### src/rtl/uart_tx.sv
// uart_tx: even-parity UART transmitter (start, 8 data MSB-first, parity, stop) fed by a push FIFO.
// Define UART_TX_PARITY_INJECT_EN to add tx_bad_par, which inverts the parity bit of a queued byte.
module uart_tx #(
    parameter int CLKS_PER_BIT = 27,
    parameter int FIFO_DEPTH   = 4,
    parameter int PTR_W        = 2
) (
    input  logic             clk_3125,
    input  logic             rst,
    input  logic [7:0]       tx_data,
    input  logic             tx_push,
`ifdef UART_TX_PARITY_INJECT_EN
    input  logic             tx_bad_par,
`endif
    output logic             tx_full,
    output logic [PTR_W:0]   tx_level,
    output logic             tx_busy,
    output logic             tx_done,
    output logic             tx,
    output logic [2:0]       state
);
    typedef enum logic [2:0] {
        IDLE   = 3'd0,
        LOAD   = 3'd1,
        START  = 3'd2,
        DATA   = 3'd3,
        PARITY = 3'd4,
        STOP   = 3'd5
    } state_t;

`ifdef UART_TX_PARITY_INJECT_EN
    localparam int DW = 9;
    logic [DW-1:0] wr_entry;
    assign wr_entry = {tx_bad_par, tx_data};
`else
    localparam int DW = 8;
    logic [DW-1:0] wr_entry;
    assign wr_entry = tx_data;
`endif

    logic [DW-1:0]  mem_q [FIFO_DEPTH];
    logic [PTR_W-1:0] wr_ptr_q, wr_ptr_d, rd_ptr_q, rd_ptr_d;
    logic [PTR_W:0] level_q, level_d;
    logic [DW-1:0]  head;
    logic           push_ok, pop;

    state_t         state_q, state_d;
    logic [4:0]     cnt_q, cnt_d;
    logic [2:0]     bit_cnt_q, bit_cnt_d;
    logic [7:0]     shift_q, shift_d;
    logic           par_q, par_d;
    logic           tx_q, tx_d;
    logic           done_q, done_d;
    logic           last;
    logic           in_bit;

    assign tx_full  = level_q == (PTR_W+1)'(FIFO_DEPTH);
    assign tx_level = level_q;
    assign tx_busy  = state_q != IDLE;
    assign tx_done  = done_q;
    assign tx       = tx_q;
    assign state    = state_q;

    assign head    = mem_q[rd_ptr_q];
    assign push_ok = tx_push && !tx_full;
    assign pop     = state_q == LOAD;

    always_comb begin
        wr_ptr_d = push_ok ? wr_ptr_q + PTR_W'(1) : wr_ptr_q;
        rd_ptr_d = pop ? rd_ptr_q + PTR_W'(1) : rd_ptr_q;
        level_d  = level_q + (PTR_W+1)'(push_ok) - (PTR_W+1)'(pop);
    end

    always_ff @(posedge clk_3125) begin
        if (push_ok)
            mem_q[wr_ptr_q] <= wr_entry;
    end

    always_ff @(posedge clk_3125) begin
        if (rst) begin
            wr_ptr_q <= '0;
            rd_ptr_q <= '0;
            level_q  <= '0;
        end else begin
            wr_ptr_q <= wr_ptr_d;
            rd_ptr_q <= rd_ptr_d;
            level_q  <= level_d;
        end
    end

    assign last   = cnt_q == 5'(CLKS_PER_BIT - 1);
    assign in_bit = state_q inside {START, DATA, PARITY, STOP};

    // tx is registered from the current state, so the line lags the state by one cycle
    always_comb begin
        state_d   = state_q;
        cnt_d     = (in_bit && !last) ? cnt_q + 5'd1 : 5'd0;
        bit_cnt_d = bit_cnt_q;
        shift_d   = shift_q;
        par_d     = par_q;
        tx_d      = 1'b1;
        done_d    = 1'b0;
        case (state_q)
            IDLE: state_d = (level_q != '0) ? LOAD : IDLE;
            LOAD: begin
                shift_d = head[7:0];
                par_d   = ^head;
                state_d = START;
            end
            START: begin
                tx_d      = 1'b0;
                bit_cnt_d = 3'd0;
                state_d   = last ? DATA : START;
            end
            DATA: begin
                tx_d = shift_q[7];
                if (last) begin
                    shift_d   = {shift_q[6:0], 1'b0};
                    bit_cnt_d = bit_cnt_q + 3'd1;
                    state_d   = (bit_cnt_q == 3'd7) ? PARITY : DATA;
                end
            end
            PARITY: begin
                tx_d    = par_q;
                state_d = last ? STOP : PARITY;
            end
            STOP: begin
                done_d  = last;
                state_d = last ? ((level_q != '0) ? LOAD : IDLE) : STOP;
            end
            default: state_d = IDLE;
        endcase
    end

    always_ff @(posedge clk_3125) begin
        if (rst) begin
            state_q   <= IDLE;
            cnt_q     <= '0;
            bit_cnt_q <= '0;
            shift_q   <= '0;
            par_q     <= 1'b0;
            tx_q      <= 1'b1;
            done_q    <= 1'b0;
        end else begin
            state_q   <= state_d;
            cnt_q     <= cnt_d;
            bit_cnt_q <= bit_cnt_d;
            shift_q   <= shift_d;
            par_q     <= par_d;
            tx_q      <= tx_d;
            done_q    <= done_d;
        end
    end
endmodule

### config.mk
export PLATFORM = sky130hd
export DESIGN_NAME = uart_tx
export DESIGN_NICKNAME = d
export VERILOG_FILES = /design/src/rtl/uart_tx.sv
export SDC_FILE = /design/constraint.sdc
export NUM_CORES = 1
export LEC_CHECK = 0
export BUFFER_PORTS_ARGS = -buffer_cell sky130_fd_sc_hd__buf_2
export CELL_PAD_IN_SITES_DETAIL_PLACEMENT = 0
export CELL_PAD_IN_SITES_GLOBAL_PLACEMENT = 1
export CORE_ASPECT_RATIO = 1.75
export CORE_MARGIN = 2
export CORE_UTILIZATION = 38
export CTS_CLUSTER_SIZE = 25
export DETAILED_ROUTE_END_ITERATION = 10
export PLACE_DENSITY = 0.7
export SLEW_MARGIN = 10
export SYNTH_ARGS = -nofsm -noshare
export SYNTH_HDL_FRONTEND = slang
export SYNTH_SLANG_ARGS = --single-unit
### constraint.sdc
create_clock -name clk_3125 -period 5.95 [get_ports clk_3125]
set_clock_uncertainty 0.05 [all_clocks]
set_input_delay 0.8925 -clock clk_3125 [delete_from_list [all_inputs] [get_ports clk_3125]]
set_output_delay 0.8925 -clock clk_3125 [all_outputs]
set_load 0.02 [all_outputs]
== Word level (Yosys, flattened, before mapping) ==
Memory sizes are Yosys's and may differ from the RTL's. A register that Yosys moved wholly into a read port is not among the register bits.
Cells that the tools add are included.
Cells by class
  add/subtract/negate cells: 6
  multipliers: 0
  divide/modulo/power cells: 0
  order comparisons: 0
  equal/unequal tests: 9
  shift-type cells: 0
  mux-type cells: 16
  bitwise gates (word level): 2
  reductions and logical operators: 15
Operators with widths (number)
  3-bit one-hot mux with 6 select lines: 1
  8-bit one-hot mux with 2 select lines: 1
  3-bit == test (second input constant): 4
  3-bit two-way mux: 4
  8-bit two-way mux: 1
  8-bit XOR reduction: 1
  3-bit by 2-bit == test with 1-bit output (second input constant): 2
  3-bit one-hot mux with 2 select lines: 1
  3-bit nonzero test: 2
  5-bit by 1-bit adder with 5-bit output (second input constant): 1
  5-bit == test (second input constant): 1
  1-bit two-way mux: 5
  2-bit by 1-bit adder with 2-bit output (second input constant): 2
  2-bit two-way mux: 2
  2-bit AND reduction: 2
  2-bit nonzero test: 2
  4-bit nonzero test: 1
  2-bit OR reduction: 2
  3-bit by 1-bit adder with 3-bit output: 1
  3-bit by 1-bit adder with 3-bit output (second input constant): 1
  3-bit by 1-bit == test with 1-bit output (second input constant): 1
  3-bit zero test: 1
  1-bit one-hot mux with 3 select lines: 1
  3-bit by 1-bit subtractor with 3-bit output: 1
  other kinds (4): 7
Word-level totals
  bits in registers: 29
  latch bits: 0
  memory bits (writable): 32
  bits in read-only memories: 0
  output and inout bits: 10
  word-level logic and storage cells: 59
  memories kept: 1
Memory list
  mem_q: depth 4, width 8, rd ports 1, clocked after memory_dff 1, write ports 1, line 41  | logic [DW-1:0] mem_q [FIFO_DEPTH];

== Logic depth before layout (Yosys ltp) ==
  depth in word-level cells: 5
  mapped depth: 11
  mapped depth without buffers: 10

== Worst setup path after synthesis ==
No wires, ideal clock.
  kind: reg2reg
  start point: reg level_q[2], in the netlist tx_level[2]
  end point: reg level_q[2], in the netlist tx_level[2]
  setup time: 0.128 ns
  data arrival time: 2.484 ns
  path slack: 3.289 ns
  stages on the path, launching flop included: 12
  clock period less this slack: 2.661 ns
  path through: dfxtp_1 -> nor3b_1 -> nor2b_1 -> clkbuf_1 -> inv_1 -> ha_1 -> inv_1 -> ha_1 -> fa_1 -> xnor2_1 -> xnor2_1 -> nor2_1
On the way
  cells in the longest elaborated chain, start to end: 5
RTL lines
  from (decl): line 43  | logic [PTR_W:0] level_q, level_d;
  from (signal assigned): line 87  | level_q <= level_d;
  3-bit == test: line 57  | assign tx_full = level_q == (PTR_W+1)'(FIFO_DEPTH);
  net tx_full: line 15  | output logic tx_full,
  1-bit zero test: line 65  | assign push_ok = tx_push && !tx_full;
  1-bit logical AND: line 65
  3-bit by 1-bit adder with 3-bit output: line 71  | level_d = level_q + (PTR_W+1)'(push_ok) - (PTR_W+1)'(pop);
  3-bit by 1-bit subtractor with 3-bit output: line 71
The timed path passes the listed nets, and every way through them passes these cells.
A chain may end at the register's enable or synchronous reset.

== Worst setup path in the final report ==
  start point: in tx_push
  end point: reg level_q[2], in the netlist tx_level[2]
On the way
  cells in the longest elaborated chain, start to end: 3
RTL lines
  from (decl): line 11  | input logic tx_push,
  1-bit logical AND: line 65
  3-bit by 1-bit adder with 3-bit output: line 71
  3-bit by 1-bit subtractor with 3-bit output: line 71
No other way between the ends.

==> summary.txt <==
vias in the first global route -> 1614
post-cts resize count -> 0
Post-CTS Setup Bufs -> 0
WL final -> 4.371 mm
CP Max Fanout -> 7
DR DRC count -> 0
Top FF cell, synth -> edfxtp_1
CP Data Arrival Time -> 2.69 ns
IO Count -> 21
final slew viol count -> 0
Pwr Density -> 478.6 mW/mm²
maximum vdd drop -> 0.2649 mV
clk_lat worst skew -> 0.32 ns
slew margin rel. -> 32.12%
slowest CP cell -> nor2b_1
first-pass GRT wire length -> 7.445 mm
Bufs and invs on worst path -> 3
Setup crit start -> tx_push
Seq cells post-synth -> 63
worst slew pin tran -> 1.018 ns
max_cap viols -> 0
Avg Vias per Cell -> 4.932
leakage dissipation -> 1.139 nW
initial antenna violation count -> 0
Core Area -> 0.006857 mm²
gpl congestion -> 0.6748
Cell Area, Synth -> 0.002668 mm²
Initial Util -> 38.91%
grt ovf -> 0
clk slew on worst S/H paths -> 0.05 ns
CTS tree -> built
Cells after Synth -> 216
Unique masters post-synth -> 37
WL/cell -> 13.49 µm
detailed placer's ending HPWL -> 3.151 mm
site row count -> 40
Seq. cell area -> 0.001582 mm²
area occupied by multi-input gates -> 0.001005 mm²
layout cells sized above 1 -> 18.75%
layout net count -> 257
area delta synth->final -> 16.84%
RSZ-0062 raised after global routing -> no
Die Span Y -> 114.8 µm
crit share post-route -> 42.79%
Final Core Density -> 45.46%
WHS Path Cells -> 1
worst hold start -> cnt_q[0]
final setup vio count -> 0
drt pass-1 iters -> 4
CTS Buf Count -> 9
largest net degree at the start of global routing -> 27
cts hold-fix bufs -> 0
Worst R2R Start -> state[0]
Die Wd -> 67.34 µm
clk root buf -> clkbuf_16
Placed Cells -> 308
initial detailed-routing violation count -> 105
die area -> 0.007732 mm²
Worst Path Required -> 6.09 ns
Hold Crit Class -> register to register
post-route insts no fill -> 324
CTS Sinks -> 63
crit path time final -> 2.546 ns
critical path class -> input pin to register
number of port buffers -> 20
Syn Area/Cell -> 12.35 µm²
htree depth -> 3
CP startpoint kind -> input pin
sequential cell area fraction in the yosys report -> 59.29%
Post-Route Setup TNS -> 0 ns
DR vias -> 1598
ANT cells -> 0
fraction of registers with async set/reset -> 0%
Post-synth EDFFs -> 32
worst path cell trace -> buf_2 -> nor2b_1 -> inv_1 -> ha_1 -> inv_1 -> ha_1 -> fa_1 -> xnor2_1 -> xnor2_1 -> nor2_1
Final Hold Fails -> 0
crit-path max cell delay -> 0.39 ns
fillers -> 645
r2r worst-path depth -> 8
total number of yosys warnings -> 0
Post-DRT Antenna Nets -> 0
status -> finished, final reports clean
Critical Path Stages -> 10
CP top delay family -> adder cells
Max Buffers Root-to-Sink -> 2
fmax -> 392.8 MHz
reg2reg setup slack -> 3.46 ns
overall routing resource usage -> 13.17%
syn nets -> 238
crit end category -> register
## cell type report
| class | count | area share, % |
|---|---|---|
| clock buffers | 9 | 7.226 |
| clock inverters | 7 | 2.369 |
| inverters | 7 | 0.8430 |
| multi-input cells | 134 | 32.24 |
| flip-flops and latches | 63 | 50.74 |
| well taps | 84 | 3.372 |
| repair buffers | 20 | 3.212 |
## routing by layer
metal,up-vias,wire [µm],GRT usage (%)
li1,819,-,-
met1,756,1735,14.33
met2,18,2440,22.77
met3,5,130,4.110
met4,0,64,6.122
met5,-,0,0
## worst paths after layout
| kind | endpoint |
|---|---|
| worst max-delay path | tx_level[2] |
| worst max register to register | tx_level[2] |
| worst min register to register | cnt_q[0] |
| worst min-delay path | cnt_q[0] |
## stage by stage
| stage | setup WS, ns | hold slack, ns | instance area (µm²) | total power (W) |
|---|---|---|---|---|
| 2_1_floorplan | 3.289 | 0.3797 | 2668 | 0.0009225 |
| 3_3_place_gp | 3.112 | 0.3917 | 2818 | 0.001003 |
| 3_5_place_dp | 3.038 | 0.4033 | 2818 | 0.001007 |
| 4_1_cts | 3.378 | 0.4158 | 3117 | 0.001516 |
| 5_1_grt | 3.121 | 0.4408 | 3117 | 0.001587 |
| 6_report | 3.404 | 0.4087 | 3117 | 0.001492 |
## cell usage in the layout (no fill, tap or decap), types with 8 or more instances in the layout
| cell type | n |
|---|---|
| edfxtp_1 | 32 |
| clkbuf_16 | 9 |
| ha_1 | 10 |
| nand2_1 | 16 |
| xnor2_1 | 12 |
| nor2_1 | 27 |
| buf_2 | 20 |
| dfxtp_1 | 31 |
| mux4_2 | 8 |
| nand3_1 | 9 |
## kinds of logic (layout without fill, tap and decap cells)
family / count (synthesis) / after routing / synth area share (%)
AOI/OAI and AO/OA: 23 / 23 / 6.473
xor gates and xnor gates: 15 / 15 / 4.925
adders and majority gates: 11 / 11 / 5.441
buffers and inverters: 19 / 43 / 3.048
DFF: 63 / 63 / 59.29
muxes: 10 / 10 / 7.551
and+or+nand+nor: 75 / 75 / 13.27
## where the power goes
group	switching [W]	total (W)	internal, W
clock	0.000181	0.000504	0.000323
combinational	0.000198	0.000379	0.000180
sequential	0.0000752	0.000609	0.000533
total	0.000455	0.00149	0.00104
## flip-flops by register name (all words and copies together) (netlist names), 2 cells and up, named ones only
| signal | cells |
|---|---|
| rd_ptr_q | 2 |
| mem_q | 32 |
| bit_cnt_q | 3 |
| tx_level | 3 |
| cnt_q | 5 |
| state | 3 |
| wr_ptr_q | 2 |
| shift_q | 8 |
## synthesized netlist by cell type, types with 5 or more instances
library cell / number / area share (%)
edfxtp_1: 32 / 36
dfxtp_1: 31 / 23
nor2_1: 27 / 3.8
nand2_1: 16 / 2.3
xnor2_1: 12 / 3.9
ha_1: 10 / 4.7
clkbuf_1: 9 / 1.3
nand3_1: 9 / 1.7
mux4_2: 8 / 6.8
a21oi_1: 7 / 1.3
a311oi_1: 7 / 2.3
inv_1: 7 / 0.99
and2_1: 5 / 1.2
## worst reg2reg max path: stages (launching register included)
cell and delay (ns):
dfxtp_1 0.82, and2_1 0.38, ha_1 0.16, inv_1 0.04, ha_1 0.19, fa_1 0.38, xnor2_1 0.17, xnor2_1 0.13
nor2_1 0.05
No activity file was read; power rests on OpenSTA's default activity.
